## src/rtl/bus_pkg.sv

```systemverilog
// Shared definitions for the two-master bus arbiter: FSM state encoding,
// grant_id codes and the default maximum grant tenure.
package bus_pkg;

    // Arbiter FSM states
    typedef enum logic [1:0] {
        IDLE   = 2'd0,
        GRANT1 = 2'd1,
        GRANT2 = 2'd2
    } arb_state_e;

    // Codes presented on grant_id
    typedef enum logic [1:0] {
        NONE = 2'd0,
        M1   = 2'd1,
        M2   = 2'd2
    } grant_id_e;

    // Default maximum tenure (cycles) while the other master is waiting
    localparam int unsigned MAX_HOLD_DEFAULT = 64;

    // Map an FSM state onto its grant_id code
    function automatic grant_id_e grant_code(input arb_state_e st);
        grant_id_e gid;
        case (st)
            GRANT1:  gid = M1;
            GRANT2:  gid = M2;
            default: gid = NONE;
        endcase
        return gid;
    endfunction

endpackage

```

## src/rtl/arb_tenure_counter.sv

```systemverilog
// Grant tenure counter: cleared while no master owns the bus, counts every
// cycle of a grant and saturates at MAX_HOLD-1, which it flags on at_max_o.
module arb_tenure_counter #(
    parameter  int unsigned MAX_HOLD = 64,
    localparam int unsigned CNT_W    = (MAX_HOLD > 1) ? $clog2(MAX_HOLD) : 1
) (
    input  logic clock,
    input  logic reset_n,
    input  logic clear_i,
    input  logic enable_i,
    output logic at_max_o
);

    localparam logic [CNT_W-1:0] CNT_MAX = CNT_W'(MAX_HOLD - 1);

    logic [CNT_W-1:0] count_q;
    logic [CNT_W-1:0] count_d;

    // Next count: clear wins, then saturating increment while enabled
    always_comb begin
        count_d = count_q;
        if (clear_i) begin
            count_d = {CNT_W{1'b0}};
        end else if (enable_i && (count_q != CNT_MAX)) begin
            count_d = count_q + CNT_W'(1);
        end else begin
            count_d = count_q;
        end
    end

    // Count register
    always_ff @(posedge clock or negedge reset_n) begin
        if (!reset_n) begin
            count_q <= {CNT_W{1'b0}};
        end else begin
            count_q <= count_d;
        end
    end

    assign at_max_o = (count_q == CNT_MAX);

endmodule

```

## src/rtl/bus_arbiter.sv

```systemverilog
// Two-master serial bus arbiter. Round-robin on contention, bounded tenure
// with preemption that never cuts a frame in flight (valid_x high), one dead
// IDLE cycle between owners, and strict isolation of the return path.
module bus_arbiter
    import bus_pkg::*;
#(
    parameter int unsigned MAX_HOLD = MAX_HOLD_DEFAULT
) (
    input  logic       clock,
    input  logic       reset_n,
    input  logic       bus_req1,
    input  logic       bus_req2,
    input  logic       addr_tx1,
    input  logic       addr_tx2,
    input  logic       data_tx1,
    input  logic       data_tx2,
    input  logic       valid1,
    input  logic       valid2,
    input  logic       burst_mode1,
    input  logic       burst_mode2,
    input  logic       slave_data_rx,
    input  logic       slave_valid_in,
    input  logic       slave_ready_in,
    output logic       bus_ready1,
    output logic       bus_ready2,
    output logic       bus_addr,
    output logic       bus_data,
    output logic       bus_valid,
    output logic       bus_burst,
    output logic       data_rx1,
    output logic       data_rx2,
    output logic       slave_valid1,
    output logic       slave_valid2,
    output logic       slave_ready1,
    output logic       slave_ready2,
    output logic [1:0] grant_id
);

    arb_state_e state_q;
    arb_state_e state_d;
    logic       last_m2_q;   // 1: master 2 was served last
    logic       last_m2_d;
    logic       armed_q;     // blocks grants on the first edge after reset
    logic       ready1_q;
    logic       ready1_d;
    logic       ready2_q;
    logic       ready2_d;
    logic [1:0] gid_q;
    logic [1:0] gid_d;
    logic       at_max_s;

    arb_tenure_counter #(
        .MAX_HOLD (MAX_HOLD)
    ) u_tenure (
        .clock    (clock),
        .reset_n  (reset_n),
        .clear_i  (state_q == IDLE),
        .enable_i (state_q != IDLE),
        .at_max_o (at_max_s)
    );

    // Next-state, round-robin flag and registered-output next values
    always_comb begin
        state_d   = state_q;
        last_m2_d = last_m2_q;
        case (state_q)
            IDLE: begin
                if (!armed_q) begin
                    state_d = IDLE;
                end else if (bus_req1 && bus_req2) begin
                    state_d = last_m2_q ? GRANT1 : GRANT2;
                end else if (bus_req1) begin
                    state_d = GRANT1;
                end else if (bus_req2) begin
                    state_d = GRANT2;
                end else begin
                    state_d = IDLE;
                end
            end
            GRANT1: begin
                // A request drop and a preemption both lead to IDLE alike
                if (!bus_req1) begin
                    state_d = IDLE;
                end else if (at_max_s && bus_req2 && !valid1) begin
                    state_d = IDLE;
                end else begin
                    state_d = GRANT1;
                end
            end
            GRANT2: begin
                if (!bus_req2) begin
                    state_d = IDLE;
                end else if (at_max_s && bus_req1 && !valid2) begin
                    state_d = IDLE;
                end else begin
                    state_d = GRANT2;
                end
            end
            default: begin
                state_d = IDLE;
            end
        endcase

        if ((state_q == IDLE) && (state_d == GRANT1)) begin
            last_m2_d = 1'b0;
        end else if ((state_q == IDLE) && (state_d == GRANT2)) begin
            last_m2_d = 1'b1;
        end else begin
            last_m2_d = last_m2_q;
        end

        ready1_d = (state_d == GRANT1);
        ready2_d = (state_d == GRANT2);
        gid_d    = grant_code(state_d);
    end

    // State, round-robin flag, start-up guard and registered grant outputs
    always_ff @(posedge clock or negedge reset_n) begin
        if (!reset_n) begin
            state_q   <= IDLE;
            last_m2_q <= 1'b1;
            armed_q   <= 1'b0;
            ready1_q  <= 1'b0;
            ready2_q  <= 1'b0;
            gid_q     <= 2'd0;
        end else begin
            state_q   <= state_d;
            last_m2_q <= last_m2_d;
            armed_q   <= 1'b1;
            ready1_q  <= ready1_d;
            ready2_q  <= ready2_d;
            gid_q     <= gid_d;
        end
    end

    // Master-to-slave mux and slave-to-master demux, keyed on the owner
    always_comb begin
        bus_addr     = 1'b0;
        bus_data     = 1'b0;
        bus_valid    = 1'b0;
        bus_burst    = 1'b0;
        data_rx1     = 1'b0;
        data_rx2     = 1'b0;
        slave_valid1 = 1'b0;
        slave_valid2 = 1'b0;
        slave_ready1 = 1'b0;
        slave_ready2 = 1'b0;
        case (state_q)
            GRANT1: begin
                bus_addr     = addr_tx1;
                bus_data     = data_tx1;
                bus_valid    = valid1;
                bus_burst    = burst_mode1;
                data_rx1     = slave_data_rx;
                slave_valid1 = slave_valid_in;
                slave_ready1 = slave_ready_in;
            end
            GRANT2: begin
                bus_addr     = addr_tx2;
                bus_data     = data_tx2;
                bus_valid    = valid2;
                bus_burst    = burst_mode2;
                data_rx2     = slave_data_rx;
                slave_valid2 = slave_valid_in;
                slave_ready2 = slave_ready_in;
            end
            default: begin
                bus_addr = 1'b0;
            end
        endcase
    end

    assign bus_ready1 = ready1_q;
    assign bus_ready2 = ready2_q;
    assign grant_id   = gid_q;

endmodule

```

## config.mk

```make
export PLATFORM = sky130hd
export DESIGN_NAME = bus_arbiter
export DESIGN_NICKNAME = d
export VERILOG_FILES = /design/src/rtl/bus_pkg.sv /design/src/rtl/arb_tenure_counter.sv /design/src/rtl/bus_arbiter.sv
export SDC_FILE = /design/constraint.sdc
export NUM_CORES = 1
export LEC_CHECK = 0
export ABC_AREA = 1
export BUFFER_PORTS_ARGS = -buffer_cell sky130_fd_sc_hd__buf_2
export CAP_MARGIN = 20
export CORE_MARGIN = 1
export CORE_UTILIZATION = 47
export DETAILED_ROUTE_END_ITERATION = 8
export GPL_TIMING_DRIVEN = 1
export MAX_ROUTING_LAYER = met4
export PLACE_DENSITY = 0.81
export RECOVER_POWER = 100
export SLEW_MARGIN = 10
export SYNTH_ARGS = -nofsm -noshare
export SYNTH_HDL_FRONTEND = slang
export SYNTH_SLANG_ARGS = --single-unit
```

## constraint.sdc

```tcl
create_clock -name clock -period 1.7 [get_ports clock]
set_clock_uncertainty 0.15 [all_clocks]
set_input_delay 0.255 -clock clock [delete_from_list [all_inputs] [get_ports clock]]
set_output_delay 0.255 -clock clock [all_outputs]
set_load 0.05 [all_outputs]
```

### Word level (Yosys, flattened, before mapping)

Index checks and enable logic that the tools add are counted.

* bits in registers: 14
* logic and storage cells: 53

* multiplexer cells: 25
* eq/ne operators: 6
* reduce and logical (&&, ||, !) cells: 14
* add/subtract/negate cells: 1

Operator list (number)
* 2-bit two-way mux: 7
* 6-bit two-way mux: 2
* 1-bit two-way mux: 10
* 1-bit logical AND: 8
* 1-bit case mux with 2 select lines: 4
* 6-bit by 1-bit adder with 6-bit output, second input constant: 1
* 6-bit == test, second input constant: 1
* 6-bit != test, second input constant: 1
* 2-bit case mux with 3 select lines: 1
* 2-bit nonzero test: 3
* 2-bit by 1-bit == test with 1-bit output, second input constant: 2
* 2-bit == test, second input constant: 2
* 2-bit case mux with 2 select lines: 1
* 1-bit logical NOT: 2
* 2-bit logical NOT: 1

### Depth between registers and ports, before layout

Gate-level depths: netlist (run 1).

* depth after elaboration: 10
* gate-level depth with buffers: 9

### Hierarchy

Synthesis (run 1) repeated with hierarchy kept, for this count alone.

* cell total of the unflattened synthesis: 124
* area total of the unflattened synthesis: 908.4 um^2

By module, submodules not included
* bus_arbiter: cells an instance 71, seq. area each 176.4 um^2, times used 1, area each 509.2 um^2
* arb_tenure_counter: cells an instance 53, seq. area each 150.1 um^2, times used 1, area each 399.1 um^2

### Worst setup path after synthesis (run 1)

Ideal clock, no wire load.

* path type: register -> output
* start point: register state_q[1]
* end point: output bus_valid
* setup slack: -0.359 ns
* stages on the path, launching flop included: 6
* data required time: 1.295 ns
* arrival time: 1.654 ns
* cells stage by stage: dfrtp_1 > inv_1 > ha_1 > clkbuf_1 > nand2_1 > a21oi_1

* longest elaborated chain between the ends: 2
* elaborated cells between the ends (all ways): 3

Ends and longest elaborated chain
* start, declared: RTL line bus_arbiter.sv:39 `arb_state_e state_q;`
* start signal, assigned: RTL line bus_arbiter.sv:127 `state_q <= state_d;`
* 2-bit == test or 2-bit by 1-bit == test with 1-bit output (tied branches): RTL line bus_arbiter.sv:148 `case (state_q)`
* 1-bit case mux with 2 select lines *: RTL line bus_arbiter.sv:148
* end, declared: RTL line bus_arbiter.sv:28 `output logic bus_valid,`

Every way passes the cells marked *; elsewhere a longest branch is shown, timed or not.

### Worst setup path after layout (run 1)

Same ends and word-level chain as after synthesis.

==> parameters.txt, run 1 <==
Parameter                              Value

Cells and area
  Seq. cell area    roughly 330 um2
  Number of nets at the end of the flow    between 150 and 200
  Area of the multi-input gates    474 um2
  Design Area, Final    between 1000 and 1500 um2
  Fill count    94
  Layout cell share with drive strength beyond 1    0.486
  Count of inserted antenna diode cells    0
  Number of standard cells in the layout, taps in and fillers out    approximately 160
  Area grow syn2layout    55.6%

Global route
  Initial antenna violation count    0
  Largest net degree at the start of global routing    14
  GRT overflow    0
  Vias in the first global route    approximately 750
  Global-route wire length before repair    around 3000 um
  Total routing usage reported by global routing    0.220

Floorplan
  Area of the die    approximately 1900 um2
  DIE HEIGHT    ~43 um
  Core Rows    14
  Core region area    1540 um2
  I/O pin count    29
  Width of the die    43.1 um
  Initial core utilization    0.515

CTS
  Clock tree from TritonCTS    done
  Cell at the root of the clock tree    clkbuf_4
  Deepest clock path buffer count    2
  TritonCTS Buffers    3
  Clock sink total    13
  Worst-skew pair later-pin latency    0.28 ns
  Clock-pin transition on the worst setup and hold timing paths    approximately 0.07 ns
  Number of H-tree levels    1

STA
  Final worst-path setup slack    -0.148 ns
  Period utilization    1.09
  Maximum clock rate    ~0.54 GHz
  Slew @ Worst Pin    0.675 ns
  Hold Vio Cnt, Final    0
  Slew HR    0.550
  Max-slew violation count    0
  Count of final setup violators    10
  Crit path time final    1.85 ns
  RSZ-0062 raised after global routing    true
  Final Hold Slack    roughly 0.24 ns

Drt
  Starting DRC count in detailed routing    9
  Antenna violation net count after detailed routing    0
  DRT Wirelength    2280 um
  Vias per Instance    just over 5
  Average wire length per cell after detail routing    14.4 um
  Number of search-and-repair iterations in the first detailed-routing pass    4
  Via count    807
  Drt drc    0

Power
  IR drop worst, VDD    0.000675 V
  Leakage power total    0.629 nW
  Total power divided by cell area    1220 nW/um2

Worst setup path
  Cell count of the worst reg-to-reg path    10
  Worst-path fanout max    5
  Worst Path Required    ~1.3 ns
  Category of the worst setup path capture point    output port
  Data arrival, critical path    1.44 ns
  Classification of the worst setup path    reg -> out
  Startpoint Class    flip-flop

Yosys
  Post-synthesis sequential area ratio    0.411
  Top flip-flop cell by instance count after synthesis    dfrtp_1
  Number of enable-type register cells in the synthesized netlist    0
  Total of flip-flops plus latches after synthesis    13
  Average size of a mapped cell    roughly 7.8 um2
  Distinct cell type count after synthesis    26
  Total of warnings raised by yosys    0
  Cells after Synth    roughly 100
  Dominant cells by area after synthesis    dfrtp_1, nand2_1, ha_1
  Fraction of synthesis flops using an asynchronous set or reset pin    1.00
  Count leader, synth    nand2_1
  Top cells by instance count after synthesis    nand2_1, inv_1, dfrtp_1, a21oi_1
  Largest area contributor in the netlist    dfrtp_1
  Summed instance area of the synthesized netlist    between 700 and 800 um2
  Syn Nets    122
  Top-area cell type share of the netlist area    0.378

Place
  Placed instance area    about 1000 um2
  Number of instances in the placed design    between 100 and 150
  Port-buffer cells    28
  Placer's final routability congestion estimate    just under 0.8
  Detailed placer's ending HPWL    about 1200 um

Run status
  Outcome    complete, but fails checks
  Violated checks    setup timing

Run
  Number of max-cap violations    0

Worst hold path
  Worst hold path class    in -> reg
  Number of cells on the worst hold path    4
-- where the power goes --
group	leakage, nW	switching (mW)	internal, mW	total (mW)
clock network	0.0150	0.0996	0.0911	0.191
registers	0.171	0.0535	0.382	0.436
logic	0.443	0.538	0.337	0.876
-- state kept, by name, summed over array words and instances, names as in the netlist --
register / count
state_q: 2
armed_q: 1
u_tenure.count_q: 6
bus_ready1: 1
grant_id: 2
last_m2_q: 1
-- metrics by stage --
stage	setup TNS [ns]	total power [mW]	utilization	setup slack [ns]
floorplan	-0.0719	0.913	-	-0.0719
global placement	0	1.05	0.648	0.0708
detailed placement	0	1.06	0.648	0.0465
CTS	-0.639	1.41	0.765	-0.0809
global route	-1.35	1.57	0.802	-0.206
finish	-0.836	1.50	0.802	-0.148
-- layout by cell type, fill, tap and decap left out --
master / instances
ha_4: 3
inv_2: 10
inv_1: 6
xor2_1: 1
nand3_1: 5
a21oi_1: 2
nor3_1: 1
buf_8: 5
dfrtp_1: 12
dlygate4sd3_1: 1
nand2_4: 2
o21ai_0: 5
conb_1: 1
a21oi_4: 3
ha_1: 2
o21bai_1: 2
buf_4: 5
dfstp_2: 1
a31oi_1: 1
nand2_1: 19
inv_4: 1
clkinv_1: 1
clkbuf_1: 6
nand3_2: 1
nand4_1: 2
nor2_4: 1
a21oi_2: 3
buf_2: 13
buf_6: 10
nor2_1: 6
clkbuf_4: 3
nand2_2: 8
-- layout make-up --
| class | count | area share |
|---|---|---|
| clock buffer | 4 | 0.0213 |
| inverter | 18 | 0.0567 |
| multi-input combinational | 68 | 0.384 |
| sequential | 13 | 0.264 |
| tap | 16 | 0.0162 |
| timing repair buffer | 39 | 0.258 |
-- kinds of logic after synthesis --
group                      after synthesis  share of synthesized area
and+or+nand+nor                         45                      0.261
buffers and inverters                   21                      0.105
adders and majority gates                5                     0.0787
DFF                                     13                      0.411
xor gates and xnor gates                 1                     0.0110
AOI/OAI and AO/OA                       16                      0.128
other                                    1                    0.00472
-- worst paths after layout --
check / startpoint / to / slack, ns
setup / recovery: state_q[1]$_DFF_PN0_ / bus_valid / -0.15
hold / removal: bus_req1 / grant_id[1]$_DFF_PN0_ / 0.24
setup reg to reg: state_q[1]$_DFF_PN0_ / last_m2_q$_DFFE_PN1P_ / 0.02
hold reg to reg: last_m2_q$_DFFE_PN1P_ / last_m2_q$_DFFE_PN1P_ / 0.34
max in group asynchronous: reset_n / bus_ready1$_DFF_PN0_ / 0.60
min in group asynchronous: reset_n / u_tenure.count_q[2]$_DFFE_PN0P_ / 0.36
-- per-layer routing --
metal	routed length, um	up-vias	track usage
met1	861	367	0.244
met5	0	-	-
li1	-	396	-
met4	95	0	0.139
met3	119	10	0.0213
met2	1200	34	0.373
-- timing repair --
action                     CTS  global route
hold buffers                 1             0
gates resized for setup     33            25
buffers inserted             4             3
setup endpoints to repair   10            13
pin swaps                    2             8
hold endpoints to repair    13             0
-- critical path, stage by stage, from the launching register on --
cell and delay, ns:
dfrtp_1 0.41, inv_2 0.12, ha_4 0.20, nand2_1 0.09
a21oi_2 0.17, buf_6 0.18
Note: power is estimated with default switching activity, not from simulation.
==> inputs of run 2 (changes only) <==
--- a/config.mk
+++ b/config.mk
@@ -9,11 +9,12 @@
 export BUFFER_PORTS_ARGS = -buffer_cell sky130_fd_sc_hd__buf_2
 export CAP_MARGIN = 20
 export CORE_MARGIN = 1
-export CORE_UTILIZATION = 47
+export CORE_UTILIZATION = 50
+export CTS_BUF_LIST = sky130_fd_sc_hd__clkbuf_8
 export DETAILED_ROUTE_END_ITERATION = 8
 export GPL_TIMING_DRIVEN = 1
 export MAX_ROUTING_LAYER = met4
-export PLACE_DENSITY = 0.81
+export PLACE_DENSITY = 0.86
 export RECOVER_POWER = 100
 export SLEW_MARGIN = 10
 export SYNTH_ARGS = -nofsm -noshare
==> parameters.txt, run 2 (same netlist as run 1, synthesis figures left out) <==
Parameter                              Value

Run status
  Outcome    complete, but fails checks
  Violated checks    setup timing

Drt
  Via count    approximately 860
  Drt drc    0
  Starting DRC count in detailed routing    11
  Number of search-and-repair iterations in the first detailed-routing pass    4
  Vias per Instance    5.49
  Antenna violation net count after detailed routing    0
  Average wire length per cell after detail routing    about 16 um
  DRT Wirelength    around 2500 um

Power
  Total power divided by cell area    roughly 1300 nW/um2
  Leakage power total    0.615 nW
  IR drop worst, VDD    0.000968 V

STA
  Period utilization    1.05
  Final Hold Slack    0.272 ns
  Maximum clock rate    between 0.5 and 0.6 GHz
  Count of final setup violators    11
  Final worst-path setup slack    -0.0921 ns
  Max-slew violation count    0
  RSZ-0062 raised after global routing    true
  Slew HR    0.525
  Slew @ Worst Pin    between 0.7 and 0.8 ns
  Setup TNS after final layout    -0.604 ns
  Crit path time final    about 1.8 ns
  Hold Vio Cnt, Final    0

Place
  Port-buffer cells    28
  Detailed placer's ending HPWL    1330 um
  Placed instance area    about 1000 um2
  Placer's final routability congestion estimate    0.853

Worst setup path
  Maximum cell stage delay along the critical path    about 0.41 ns
  Crit-path cells    buf_4, ha_4, buf_6, nand2_1, inv_2, buf_6
  Worst-path fanout max    5
  Cell with the largest stage delay on the worst path    dfrtp_1
  Worst flop-to-flop path startpoint    state_q[1]$_DFF_PN0_
  Register-to-register path setup slack    0 ns
  Startpoint Class    flip-flop
  Data arrival, critical path    1.39 ns
  Classification of the worst setup path    reg -> out
  Category of the worst setup path capture point    output port
  CP startpoint    state_q[1]$_DFF_PN0_
  Worst Path Required    1.29 ns
  Cell count of the worst reg-to-reg path    9
  Timing endpoint of the critical path    slave_ready2
  Crit path top cell by count    buf_6
  R2R Path End    last_m2_q$_DFFE_PN1P_

Cells and area
  Layout cell share with drive strength beyond 1    0.464
  Max reg flops    6
  Number of nets at the end of the flow    161
  Count of inserted antenna diode cells    0
  Register ranked first by flip-flop count    u_tenure.count_q
  Most frequent cells in the layout    nand2_1, buf_2, dfrtp_1, buf_6, inv_1
  Area grow syn2layout    53.2%
  Final core utilization    0.818
  Commonest non-fill, non-tap cell in the layout    nand2_1
  Design Area, Final    1220 um2

Global route
  Total routing usage reported by global routing    0.274
  GRT overflow    0
  Global-route wire length before repair    roughly 3500 um
  Initial antenna violation count    0
  Largest net degree at the start of global routing    14
  Vias in the first global route    roughly 800

Floorplan
  DIE HEIGHT    ~42 um
  Core region area    approximately 1500 um2
  Area of the die    between 1500 and 2000 um2
  Initial core utilization    0.534
  Width of the die    between 40 and 50 um
  I/O pin count    29
  Core Rows    14

CTS
  Clock tree from TritonCTS    done
  Clock-pin transition on the worst setup and hold timing paths    0.05 ns
  TritonCTS Buffers    3
  Cell at the root of the clock tree    clkbuf_8
  Number of H-tree levels    1
  Clock sink total    13
  Worst-skew pair later-pin latency    about 0.24 ns
  Deepest clock path buffer count    2

Run
  Number of max-cap violations    0

Worst hold path
  Hold Crit Start    bus_req1
  Worst hold path class    in -> reg
-- run 2: power by group --
group	internal (mW)	switching [mW]
Sequential	0.383	0.0555
Clock	0.159	0.107
Combinational	0.312	0.549
-- run 2: how the worst min path moves through the flow --
stage / endpoint / slack [ns] / cells past startpoint
after floorplan: armed_q$_DFF_PN0_ / -0.19 / 0
after global placement: grant_id[1]$_DFF_PN0_ / -0.004 / 1
after detailed placement: grant_id[1]$_DFF_PN0_ / 0.0005 / 1
after CTS: grant_id[1]$_DFF_PN0_ / 0.26 / 4
after global routing: grant_id[1]$_DFF_PN0_ / 0.29 / 4
final: grant_id[1]$_DFF_PN0_ / 0.27 / 4
-- run 2: cell type report --
| class | count | area (um2) |
|---|---|---|
| Multi-Input combinational cell | 68 | 474 |
| Sequential cell | 13 | 327 |
| Timing Repair Buffer | 37 | 282 |
| Fill cell | 93 | 272 |
| Inverter | 18 | 70.1 |
| Clock buffer | 3 | 41.3 |
| Tap cell | 16 | 20.0 |
| Clock inverter | 1 | 3.75 |
-- run 2: timing repair --
action	in CTS	in global routing
hold buffers	1	0
setup buffers	2	3
setup endpoints to repair	10	11
gates resized for setup	31	15
pin swaps	5	4
hold endpoints to repair	12	0
-- run 2: worst max-delay path, delay by kind of cell (launching register included) --
family,cells,cell delay [ns]
adder cells (fa/ha/maj),1,0.18
flip-flops,1,0.41
buffers and inverters,4,0.47
AND/OR/NAND/NOR,1,0.07
-- run 2: per-layer routing --
layer	GRT usage	routed length [um]
met1	0.291	875
met2	0.497	1340
met3	0.0435	113
met4	0.116	128
met5	-	0
-- run 2: through the flow --
stage,power [mW],worst slack [ns],instances
3_3_place_gp,1.05,0.0823,146
5_1_grt,1.64,-0.115,156
6_report,1.57,-0.0921,156
2_1_floorplan,0.913,-0.0719,102
4_1_cts,1.48,-0.0693,153
3_5_place_dp,1.07,0.0215,146
